$ cat config.mk
export PLATFORM = sky130hd
export DESIGN_NAME = phase_conditioner
export DESIGN_NICKNAME = d
export VERILOG_FILES = /design/src/rtl/phase_conditioner_pkg.sv /design/src/rtl/sync_filter.sv /design/src/rtl/phase_conditioner.sv
export SDC_FILE = /design/constraint.sdc
export NUM_CORES = 1
export LEC_CHECK = 0
export ABC_AREA = 1
export BUFFER_PORTS_ARGS = -buffer_cell sky130_fd_sc_hd__buf_2
export CORE_MARGIN = 1
export CORE_UTILIZATION = 45
export CTS_CLUSTER_SIZE = 10
export DETAILED_ROUTE_END_ITERATION = 10
export GPL_TIMING_DRIVEN = 0
export HOLD_SLACK_MARGIN = 0.1
export PLACE_DENSITY_LB_ADDON = 0.2
export SYNTH_ARGS = -nofsm -noshare
export SYNTH_HDL_FRONTEND = slang
export SYNTH_SLANG_ARGS = --single-unit
$ cat constraint.sdc
create_clock -name clock -period 2.3 [get_ports clock]
set_input_delay 0.46 -clock clock [delete_from_list [all_inputs] [get_ports clock]]
set_output_delay 0.46 -clock clock [all_outputs]
set_load 0.05 [all_outputs]
$ cat src/rtl/phase_conditioner_pkg.sv
// Shared types and defaults for the phase-sensor conditioning block.
`timescale 1ns/1ps
package phase_conditioner_pkg;

   typedef enum logic [1:0] {
      NO_SIGNAL = 2'd0,
      ACQUIRE   = 2'd1,
      LOCKED    = 2'd2
   } lock_state_e;

   localparam int unsigned FILTER_LEN_DEFAULT = 8;
   localparam int unsigned TIMEOUT_DEFAULT    = 2_000_000;
   localparam int unsigned CNT_W              = 32;

   // Increment that sticks at all-ones instead of wrapping.
   function automatic logic [CNT_W-1:0] sat_inc(input logic [CNT_W-1:0] v);
      return (v == '1) ? v : v + CNT_W'(1);
   endfunction

endpackage

$ cat src/rtl/sync_filter.sv
// Two-flop synchronizer followed by a consecutive-sample glitch filter;
// rise pulses in the same cycle the filtered level goes 0->1.
`timescale 1ns/1ps
module sync_filter
   import phase_conditioner_pkg::*;
#(
   parameter int unsigned FILTER_LEN = FILTER_LEN_DEFAULT
) (
   input  logic clock,
   input  logic reset_n,
   input  logic din,
   output logic dout,
   output logic rise
);

   localparam int unsigned FCNT_W = 8;

   logic [1:0]        sync_q, sync_d;
   logic [FCNT_W-1:0] cnt_q, cnt_d;
   logic              level_q, level_d;
   logic              rise_q, rise_d;

   // Count samples disagreeing with the level; any agreeing sample restarts the run.
   always_comb begin
      sync_d  = {sync_q[0], din};
      level_d = level_q;
      rise_d  = 1'b0;
      cnt_d   = '0;
      if (sync_q[1] != level_q) begin
         if (cnt_q == FCNT_W'(FILTER_LEN - 1)) begin
            level_d = ~level_q;
            rise_d  = ~level_q;
         end else begin
            cnt_d = cnt_q + FCNT_W'(1);
         end
      end
   end

   always_ff @(posedge clock or negedge reset_n) begin
      if (!reset_n) begin
         sync_q  <= '0;
         cnt_q   <= '0;
         level_q <= 1'b0;
         rise_q  <= 1'b0;
      end else begin
         sync_q  <= sync_d;
         cnt_q   <= cnt_d;
         level_q <= level_d;
         rise_q  <= rise_d;
      end
   end

   assign dout = level_q;
   assign rise = rise_q;

endmodule

$ cat src/rtl/phase_conditioner.sv
// Phase-sensor conditioner: filtered level, rising-edge pulse, lock tracking
// with loss-of-signal timeout. Period measurement built only with PHASE_PERIOD_MEAS_EN.
`timescale 1ns/1ps
module phase_conditioner
   import phase_conditioner_pkg::*;
#(
   parameter int unsigned FILTER_LEN = FILTER_LEN_DEFAULT,
   parameter int unsigned TIMEOUT    = TIMEOUT_DEFAULT
) (
   input  logic             clock,
   input  logic             reset_n,
   input  logic             phase_raw,
   input  logic             enable,
   output logic             phase_signal,
   output logic             phase_edge,
   output logic [CNT_W-1:0] period_out,
   output logic             period_valid,
   output logic             phase_lost,
   output logic [1:0]       lock_state
);

   lock_state_e      state_q, state_d;
   logic [CNT_W-1:0] cnt_q, cnt_d, cnt_inc;
   logic             lost_q, lost_d;
   logic             rise;
   logic             tracking;

   sync_filter #(
      .FILTER_LEN(FILTER_LEN)
   ) u_sync_filter (
      .clock  (clock),
      .reset_n(reset_n),
      .din    (phase_raw),
      .dout   (phase_signal),
      .rise   (rise)
   );

   assign phase_edge = rise & enable;
   assign cnt_inc    = sat_inc(cnt_q);
   assign tracking   = (state_q == ACQUIRE) || (state_q == LOCKED);

   // Lock tracking; an edge takes priority over a coincident timeout.
   always_comb begin
      state_d = NO_SIGNAL;
      cnt_d   = cnt_inc;
      lost_d  = lost_q;
      case (state_q)
         NO_SIGNAL, ACQUIRE, LOCKED: state_d = state_q;
         default:                    state_d = NO_SIGNAL;
      endcase
      if (!enable) begin
         state_d = NO_SIGNAL;
         cnt_d   = '0;
         lost_d  = 1'b0;
      end else if (phase_edge) begin
         cnt_d  = '0;
         lost_d = 1'b0;
         case (state_q)
            NO_SIGNAL:       state_d = ACQUIRE;
            ACQUIRE, LOCKED: state_d = LOCKED;
            default:         state_d = NO_SIGNAL;
         endcase
      end else if (tracking && (cnt_inc >= CNT_W'(TIMEOUT))) begin
         state_d = NO_SIGNAL;
         cnt_d   = '0;
         lost_d  = 1'b1;
      end
   end

   always_ff @(posedge clock or negedge reset_n) begin
      if (!reset_n) begin
         state_q <= NO_SIGNAL;
         cnt_q   <= '0;
         lost_q  <= 1'b0;
      end else begin
         state_q <= state_d;
         cnt_q   <= cnt_d;
         lost_q  <= lost_d;
      end
   end

   assign phase_lost = lost_q;
   assign lock_state = 2'(state_q);

`ifdef PHASE_PERIOD_MEAS_EN
   logic [CNT_W-1:0] period_q, period_d;
   logic             pvalid_q, pvalid_d;

   // Period is the inclusive cycle count between consecutive tracked edges.
   always_comb begin
      period_d = period_q;
      pvalid_d = 1'b0;
      if (phase_edge && tracking) begin
         period_d = cnt_inc;
         pvalid_d = 1'b1;
      end
   end

   always_ff @(posedge clock or negedge reset_n) begin
      if (!reset_n) begin
         period_q <= '0;
         pvalid_q <= 1'b0;
      end else begin
         period_q <= period_d;
         pvalid_q <= pvalid_d;
      end
   end

   assign period_out   = period_q;
   assign period_valid = pvalid_q;
`else
   assign period_out   = '0;
   assign period_valid = 1'b0;
`endif

endmodule

==> metrics.yaml <==
p_clk_share_pct: 28.8
nets: 532
crit_type: "reg -> reg"
cts_sinks: 47
finalClockSkew_ns: 0.00661
areaGrowthSynthToFinish_pct: 29.9
dr.pass1.iters: 5
synth_cell_types: 30
worstMarginPinSlew_ns: 1.05
grt_pass1_wl_um: 12800
fp.dieArea_mm2: 0.00756
cp_max_fo: 5
endpoint_kind: "flip-flop"
r2r_end: "cnt_q[5]"
async_flop_share_pct: 100
pre_cts_ws_ns: -0.529
design.core.area_mm2: 0.00687
post-route-period-util_pct: 105
sw_frac_of_total_pct: 32.7
maxSlewViolCount: 0
hpwl_um: 5570
rows: 30
synth_cells: 444
failed_checks: "setup timing"
io_buffer_count: 8
wl_per_cell_um: 12.9
fin_crit_ns: 2.41
start_kind: "flip-flop"
postSynthAreaPerCell_um2: 7.31
globalplace.congestion: 0.903
vias: 2937
final_area_mm2: 0.00422
finalSetupViolCount: 27
grtUsageTotal_pct: 22.2
syn_area_mm2: 0.00325
layout_commonest_cell: "nand2_1"
grt_pass1_vias: 2819
hold_buffers: 0
maxSlewHeadroom_pct: 29.9
power.internal_uw: 1200
die_h_um: 86.9
power.density_mw_per_mm2: 422
initial_core_util_pct: 47.3
reg2reg_slack_ns: -0.11
clock_latency_ns: 0.31
grt_overflow_total: 0
wl_um: 7990
clk_pin_slew_ns: 0.09
status: "complete, but fails checks"
required_ns: 2.54
antenna_found_initial: 0
n_antenna_cell: 0
min_to: "u_sync_filter.sync_q[0]"
die_width_um: 86.9
fin_ws_ns: -0.114
drc: 0
leakage_uw: 0.00199
r2r_start: "cnt_q[0]"
cts_tree: "done"
htree_num_levels: 2
drtIter0Drc: 117
drive_above_1_share_pct: 35.6
peakVddDrop_mv: 0.413
rr_worst_depth: 16
power_frac_comb_pct: 21.2
clk_path_buf_depth: 2
hp-class: "in -> reg"
switchingPower_uw: 582
final_cell_mix: "nand2_1, buf_4, dfrtp_1"
synth-seq-cells: 47
cp.arrival_ns: 2.65
min_path_cells: 1
yosysWarnings: 0
ctsRootBufferMaster: "clkbuf_8"
p_seq_share_pct: 50.0
placed_area_mm2: 0.00353
ant_nets: 0
grt_max_degree: 48
numCtsBuffers: 5
synth_flop_cell: "dfrtp_1"
hold_viol_final: 0
fmax_mhz: 414
rsz0062_at_grt: "true"
synth-edff-count: 0
hp-start: "phase_raw"
io_pins: 42
nFillCells: 613
maxCapViolations: 0
final_core_utilization_pct: 61.4
via_per_inst: 4.73
yosysSeqAreaShare_pct: 36.2
[Yosys cell counts (all sizes together), types with 4 or more instances]
| cell type | instances | area share (%) |
|---|---|---|
| a21oi | 28 | 6.7 |
| nand3b | 6 | 1.4 |
| xor2 | 7 | 2.1 |
| nand3 | 28 | 4.6 |
| nand2 | 137 | 17 |
| dfrtp | 47 | 36 |
| nand4 | 7 | 1.3 |
| nor2 | 79 | 11 |
| o21ai | 5 | 0.77 |
| ha | 4 | 1.5 |
| inv | 41 | 4.7 |
| buf | 37 | 9.0 |
[state kept, by name (all words and copies together) (netlist names)]
signal                count
cnt_q                    32
u_sync_filter.cnt_q       8
lock_state                2
u_sync_filter.sync_q      2
phase_lost                1
u_sync_filter.dout        1
u_sync_filter.rise        1
[routing by layer]
metal | GRT usage [%] | wire, µm | vias to the layer above
li1 | - | - | 1488
met1 | 27.1 | 3480 | 1365
met2 | 39.9 | 3970 | 68
met3 | 3.79 | 345 | 16
met4 | 6.97 | 197 | 0
met5 | 0 | 0 | -
[timing repair]
action / CTS / global route
cloned: 1 / 1
buffers inserted: 20 / 12
pin swaps: 19 / 21
gates resized for setup: 54 / 28
setup endpoints to repair: 35 / 35
[area by class of cell]
class | instances | area, µm² | share of cell area, %
multi-input cells | 349 | 1990 | 47.1
plain buffers | 38 | 302 | 7.15
repair buffers | 42 | 373 | 8.84
clock buffers | 5 | 68.8 | 1.63
flip-flops and latches | 47 | 1180 | 28.0
clock inverters | 3 | 22.5 | 0.534
inverters | 41 | 164 | 3.89
well taps | 96 | 120 | 2.85
[kinds of logic (layout without fill, tap and decap cells)]
family	after synthesis	after routing	share of synthesized area, %
simple gates	265	265	36.8
buf+inv	80	129	14.0
other cells	1	33	0.115
flops	47	47	36.2
xor+xnor	10	10	2.93
compound gates	37	37	8.40
fa+ha+maj	4	4	1.54
[critical path: stages (launching register included)]
cell       delay, ns
dfrtp_2         0.43
buf_6           0.12
ha_4            0.16
buf_4           0.13
nand2_2         0.12
nor2_4          0.08
xor2_2          0.24
nand3_1         0.12
nor2_2          0.11
nand2_2         0.08
nand3_1         0.10
nand3_2         0.09
nand2_2         0.09
nand2_4         0.07
buf_12          0.15
clkbuf_16       0.15
a21oi_2         0.09
[stage by stage]
step / TNS [ns] / power (µW) / instances / hold slack [ns]
finish: -2.30 / 1780 / 621 / 0.251
global route: -6.96 / 1860 / 621 / 0.235
CTS: -0.0564 / 1780 / 609 / 0.246
detailed placement: -16.83 / 1230 / 580 / 0.345
global placement: -14.94 / 1230 / 580 / 0.339
floorplan: 0 / 1180 / 476 / 0.164
[how the worst max path moves through the flow]
stage                     startpoint   endpoint  cells after the start
after floorplan             cnt_q[0]  cnt_q[14]                     16
after global placement      cnt_q[0]  cnt_q[17]                     16
after detailed placement    cnt_q[0]  cnt_q[25]                     16
after CTS                   cnt_q[1]   cnt_q[5]                     19
after global routing        cnt_q[8]   cnt_q[9]                     16
final                       cnt_q[0]   cnt_q[5]                     16
[power groups by stage]
stage	registers, µW	clock network (µW)	logic (µW)
after global routing	894	556	408
after global placement	903	0	324
after CTS	889	529	364
after detailed placement	904	0	325
final	889	513	377
after floorplan	927	0	251
Note: power is estimated with default switching activity, not from simulation.
